## src/rtl/bcd_pkg.sv

```systemverilog
// Shared types and constants for the sequential double-dabble BCD converter.
package bcd_pkg;

  typedef enum logic {
    IDLE  = 1'b0,
    SHIFT = 1'b1
  } state_t;

  localparam logic [3:0] ADD3_THRESH = 4'd5;

  // Digits needed to hold any w-bit value: ceil(w * log10(2)), fixed-point.
  function automatic int nint_f(input int w);
    return (w * 30103 + 99999) / 100000;
  endfunction

  // Leading-zero mask after reset: every digit blank except the ones digit.
  function automatic logic [63:0] blank_rst_f(input int ndig);
    return ((64'd1 << ndig) - 64'd1) & ~64'd1;
  endfunction

endpackage

```

## src/rtl/bcd_dabble_step.sv

```systemverilog
// Single-digit shift-and-add-3 correction applied before each shift.
module bcd_dabble_step
  import bcd_pkg::*;
(
  input  logic [3:0] din,
  output logic [3:0] dout
);

  assign dout = (din >= ADD3_THRESH) ? din + 4'd3 : din;

endmodule

```

## src/rtl/bcd_conv_seq.sv

```systemverilog
// Sequential binary-to-BCD converter: one double-dabble step per cycle with
// start/busy/done handshake, leading-zero blank mask and overflow flag.
module bcd_conv_seq
  import bcd_pkg::*;
#(
  parameter int W    = 32,
  parameter int NDIG = 8
) (
  input  logic                clk,
  input  logic                rst,
  input  logic                start,
  input  logic [W-1:0]        value,
  output logic                busy,
  output logic                done,
  output logic [4*NDIG-1:0]   digits,
  output logic [NDIG-1:0]     blank,
  output logic                overflow
);

  localparam int NINT = nint_f(W);
  localparam int CW   = $clog2(W + 1);
  localparam logic [NDIG-1:0] BLANK_RST = NDIG'(blank_rst_f(NDIG));

  state_t              state_reg, state_next;
  logic [CW-1:0]       count_reg, count_next;
  logic [W-1:0]        operand_reg, operand_next;
  logic [4*NINT-1:0]   scratch_reg, scratch_next;
  logic [4*NDIG-1:0]   digits_reg, digits_next;
  logic [NDIG-1:0]     blank_reg, blank_next;
  logic                overflow_reg, overflow_next;
  logic                busy_reg, busy_next;
  logic                done_reg, done_next;

  logic [4*NINT-1:0]   corr;
  logic [4*NINT-1:0]   shifted;
  logic [NDIG-1:0]     blank_calc;
  logic                ovf_calc;

  genvar gi;
  generate
    for (gi = 0; gi < NINT; gi++) begin : g_step
      bcd_dabble_step u_step (
        .din  (scratch_reg[4*gi +: 4]),
        .dout (corr[4*gi +: 4])
      );
    end
  endgenerate

  assign shifted = {corr[4*NINT-2:0], operand_reg[W-1]};

  // Blank mask is derived from the value being committed, so it lands with it.
  assign blank_calc[0] = 1'b0;
  generate
    for (gi = 1; gi < NDIG; gi++) begin : g_blank
      assign blank_calc[gi] = ~|shifted[4*NDIG-1:4*gi];
    end
  endgenerate

  // The bit shifted out of the scratch top is also a (never expected) overflow.
  generate
    if (NINT > NDIG) begin : g_ovf
      assign ovf_calc = corr[4*NINT-1] | (|shifted[4*NINT-1:4*NDIG]);
    end else begin : g_noovf
      assign ovf_calc = corr[4*NINT-1];
    end
  endgenerate

  always_ff @(posedge clk or posedge rst) begin
    if (rst) begin
      state_reg    <= IDLE;
      count_reg    <= '0;
      operand_reg  <= '0;
      scratch_reg  <= '0;
      digits_reg   <= '0;
      blank_reg    <= BLANK_RST;
      overflow_reg <= 1'b0;
      busy_reg     <= 1'b0;
      done_reg     <= 1'b0;
    end else begin
      state_reg    <= state_next;
      count_reg    <= count_next;
      operand_reg  <= operand_next;
      scratch_reg  <= scratch_next;
      digits_reg   <= digits_next;
      blank_reg    <= blank_next;
      overflow_reg <= overflow_next;
      busy_reg     <= busy_next;
      done_reg     <= done_next;
    end
  end

  always_comb begin
    state_next    = state_reg;
    count_next    = count_reg;
    operand_next  = operand_reg;
    scratch_next  = scratch_reg;
    digits_next   = digits_reg;
    blank_next    = blank_reg;
    overflow_next = overflow_reg;
    busy_next     = busy_reg;
    done_next     = 1'b0;
    case (state_reg)
      IDLE: begin
        if (start) begin
          operand_next = value;
          scratch_next = '0;
          count_next   = CW'(W);
          busy_next    = 1'b1;
          state_next   = SHIFT;
        end
      end
      SHIFT: begin
        scratch_next = shifted;
        operand_next = operand_reg << 1;
        count_next   = count_reg - CW'(1);
        if (count_reg == CW'(1)) begin
          digits_next   = shifted[4*NDIG-1:0];
          blank_next    = blank_calc;
          overflow_next = ovf_calc;
          done_next     = 1'b1;
          busy_next     = 1'b0;
          state_next    = IDLE;
        end
      end
      default: state_next = IDLE;
    endcase
  end

  assign busy     = busy_reg;
  assign done     = done_reg;
  assign digits   = digits_reg;
  assign blank    = blank_reg;
  assign overflow = overflow_reg;

endmodule

```

## config.mk

```make
export PLATFORM = sky130hd
export DESIGN_NAME = bcd_conv_seq
export DESIGN_NICKNAME = d
export VERILOG_FILES = /design/src/rtl/bcd_pkg.sv /design/src/rtl/bcd_dabble_step.sv /design/src/rtl/bcd_conv_seq.sv
export SDC_FILE = /design/constraint.sdc
export NUM_CORES = 1
export LEC_CHECK = 0
export BUFFER_PORTS_ARGS = -buffer_cell sky130_fd_sc_hd__buf_2
export CAP_MARGIN = 20
export CORE_ASPECT_RATIO = 1.25
export CORE_MARGIN = 1.5
export CORE_UTILIZATION = 30
export CTS_CLUSTER_DIAMETER = 120
export DETAILED_ROUTE_END_ITERATION = 10
export GPL_TIMING_DRIVEN = 0
export PLACE_DENSITY = 0.58
export REMOVE_ABC_BUFFERS = 1
export SLEW_MARGIN = 20
export SYNTH_ARGS = -nofsm -noshare
export SYNTH_HDL_FRONTEND = slang
export SYNTH_HIERARCHICAL = 1
export SYNTH_SLANG_ARGS = --single-unit
```

## constraint.sdc

```tcl
create_clock -name clk -period 10.1 [get_ports clk]
set_clock_uncertainty 0.05 [all_clocks]
set_input_delay 0.505 -clock clk [delete_from_list [all_inputs] [get_ports clk]]
set_output_delay 0.505 -clock clk [all_outputs]
set_load 0.02 [all_outputs]
```

==> impl_metrics.py <==
metrics = {
    "clock_network": {
        "holdBufCountCts": 0,
        "cts.sinks": 121,
        "worst_skew_pair.late_latency_ns": 0.42,
        "htree_levels": 4,
        "cts_buffer_depth": 2,
        "cts-root-buf": "clkbuf_16",
        "cts_setup_buffers": 0,
        "clk_pin_slew_ns": 0.06,
        "cts_tree": "done",
        "cts_made_buffers": 17,
        "cts_resized": 0,
    },
    "setup_path": {
        "worstSetupPathType": "reg -> reg",
        "path_delay_family": "simple AND/OR/NAND/NOR gates",
        "cp-start-kind": "flip-flop",
        "r2r-start": "scratch_reg[28]$_DFFE_PP0P_",
        "cp.required_ns": 10.40,
        "cp_slowest_cell": "nor4_1",
        "cp_cell_sequence": "ha_1 > nand2b_1 > a21oi_2 > mux2i_1 > nor4_1 > nand4_1 > or3_4 > o21ai_2",
        "critPathArrivalTime_ns": 3.37,
        "cp_max_fo": 5,
        "crit_path_max_incr_delay_ns": 0.72,
        "r2r_slack_ns": 7.03,
        "worstSetupEndpointType": "flip-flop",
        "critPathBufInv": 0,
        "r2r-end": "blank[1]$_DFFE_PP1P_",
        "ff2ff_path_depth": 8,
    },
    "grt": {
        "grt_pass1_wl_mm": 22.6,
        "grt_use_total": 0.136,
        "grt_antenna_before_repair": 0,
        "gr-total-overflow": 0,
        "grt_pass1_vias": 4632,
        "grt_start_max_net_pins": 77,
    },
    "floorplan": {
        "die_h_um": 162,
        "core_mm2": 0.0196,
        "num_rows": 57,
        "start_util": 0.308,
        "ios": 78,
        "die_w_um": 130,
        "die_area_mm2": 0.0210,
    },
    "timing": {
        "rsz0062_at_grt": "false",
        "fin_crit_sh": 0.304,
        "worst_slew_pin_slew_ns": 0.844,
        "setup_viol": 0,
        "drv_slew": 0,
        "fmax_ghz": 0.326,
        "fin_setup_tns_ns": 0,
        "maxSlewHeadroom": 0.432,
        "hold_viol": 0,
        "period_minus_slack_ns": 3.07,
    },
    "pwr": {
        "p_int_uw": 1450,
        "power_density_mw_per_mm2": 323,
        "switchingPower_uw": 924,
        "swShare": 0.389,
        "max-vdd-ir-drop_v": 0.000115,
        "pwr-share-clk": 0.251,
        "p_leak_uw": 0.00366,
        "p_seq_frac": 0.359,
        "totalPowerFinal_uw": 2370,
        "combPwrFrac": 0.390,
    },
    "yosys": {
        "avgSynthCellArea_um2": 9.07,
        "ys_seq_elements": 121,
        "synth_area_mm2": 0.00604,
        "yosysSeqAreaShare": 0.503,
        "synth_cells": 666,
        "yosysUniqueCellTypes": 33,
        "yosysWarningCount": 6,
    },
    "final_layout": {
        "antenna_cells": 0,
        "nFillCells": 2012,
        "drive_gt1_frac": 0.188,
        "area_growth_pct": 21.7,
        "largest_reg_flops": 40,
        "nets": 795,
    },
    "flow_run": {
        "cap_violations": 0,
    },
    "routing": {
        "ant_nets": 0,
        "drt_iter0_drc": 246,
        "first_pass_iters": 4,
        "vias_per_cell": 4.46,
        "routed_wl_mm": 13.2,
        "wire_per_inst_um": 13.0,
        "vias": 4529,
        "drt_drc_violations_left": 0,
    },
    "placement": {
        "portBuffers": 76,
        "hpwl_mm": 8.74,
        "gp_congestion": 0.717,
    },
    "status": {
        "outcome": "finished, final reports clean",
    },
    "hold_path": {
        "min-delay-path-class": "in -> async",
    },
}
[Yosys cell counts]
master,number,area share
nand4_1,2,0.0021
nor3_1,2,0.0017
clkbuf_1,26,0.016
or3_1,1,0.0010
o21ai_2,1,0.0015
dfrtp_1,114,0.47
or3_4,1,0.0019
o21ai_0,71,0.059
nor4_1,9,0.0093
buf_2,2,0.0017
mux2i_1,43,0.071
xnor2_1,11,0.016
o22ai_1,1,0.0010
inv_1,25,0.016
dfstp_2,7,0.030
a21oi_2,10,0.015
buf_1,4,0.0025
mux2_2,1,0.0019
nor2_1,18,0.011
conb_1,1,0.00062
a22o_1,13,0.019
nand2b_4,1,0.0023
nand3b_1,1,0.0012
nand2b_1,49,0.051
ha_1,22,0.046
or4_1,3,0.0037
or3b_2,1,0.0015
nand2_1,209,0.13
a21oi_1,4,0.0033
nand3_1,1,0.00083
o31ai_1,1,0.0012
buf_4,1,0.0012
o21ai_1,10,0.0083
[worst max-delay path by stage]
| stage | startpoint | endpoint | slack (ns) | cells after the start |
|---|---|---|---|---|
| finish | scratch_reg[28]$_DFFE_PP0P_ | blank[1]$_DFFE_PP1P_ | 7.03 | 8 |
| global route | scratch_reg[28]$_DFFE_PP0P_ | blank[1]$_DFFE_PP1P_ | 6.75 | 9 |
| CTS | scratch_reg[28]$_DFFE_PP0P_ | blank[1]$_DFFE_PP1P_ | 6.99 | 8 |
| detailed placement | scratch_reg[28]$_DFFE_PP0P_ | blank[1]$_DFFE_PP1P_ | 7.01 | 8 |
| global placement | state_reg$_DFF_PP0_ | digits[26]$_DFFE_PP0P_ | 0.60 | 4 |
| floorplan | state_reg$_DFF_PP0_ | blank[6]$_DFFE_PP1P_ | 4.67 | 4 |
[cell families (layout without fill, tap and decap cells)]
kind of cell / after synthesis / count (layout) / synth area share
flops: 121 / 121 / 0.503
mux: 44 / 44 / 0.0731
simple gates: 298 / 298 / 0.217
xor+xnor: 11 / 11 / 0.0160
compound gates: 111 / 111 / 0.108
buf+inv: 58 / 143 / 0.0371
other cells: 1 / 1 / 0.000621
fa+ha+maj: 22 / 22 / 0.0456
[power by group through the flow]
stage | logic, uW | registers [uW] | clock network, uW
finish | 926 | 852 | 597
global route | 1070 | 886 | 634
CTS | 945 | 854 | 617
detailed placement | 940 | 860 | 0
global placement | 896 | 871 | 0
floorplan | 632 | 898 | 0
[metal layers]
layer | wire, um | GRT usage | up-vias
li1 | - | - | 2326
met4 | 159 | 0.0455 | 0
met5 | 0 | 0 | -
met1 | 5970 | 0.167 | 2127
met3 | 470 | 0.0381 | 9
met2 | 6580 | 0.228 | 67
[final cells by class]
type	count	area (um2)	area share
multi-input combinational	487	2790	0.379
sequential	121	3040	0.414
tap	265	332	0.0451
inverter	25	101	0.0138
timing repair buffer	86	513	0.0698
clock inverter	8	95.1	0.0129
clock buffer	24	482	0.0655
[through the flow]
stage	hold slack (ns)	std cells	util	worst slack [ns]	area [um2]
CTS	0.0326	1016	0.375	6.99	7350
global placement	0.394	974	0.338	0.597	6620
floorplan	0.400	633	-	4.67	5910
global route	0.0489	1016	0.375	6.75	7350
detailed placement	0.392	984	0.345	7.01	6770
finish	0.0350	1016	0.375	7.03	7350
[cells in the final DEF, fill, tap and decap left out, drive strengths merged, types with 3 or more instances in the layout]
cell,n
buf,86
a21oi,14
ha,22
xnor2,11
dfrtp,114
nor4,9
nor2,18
inv,25
clkbuf,24
mux2i,43
dfstp,7
a22o,13
nand2,209
or4,3
nand2b,50
o21ai,82
clkinv,4
Power figures use the tool's default switching activity.
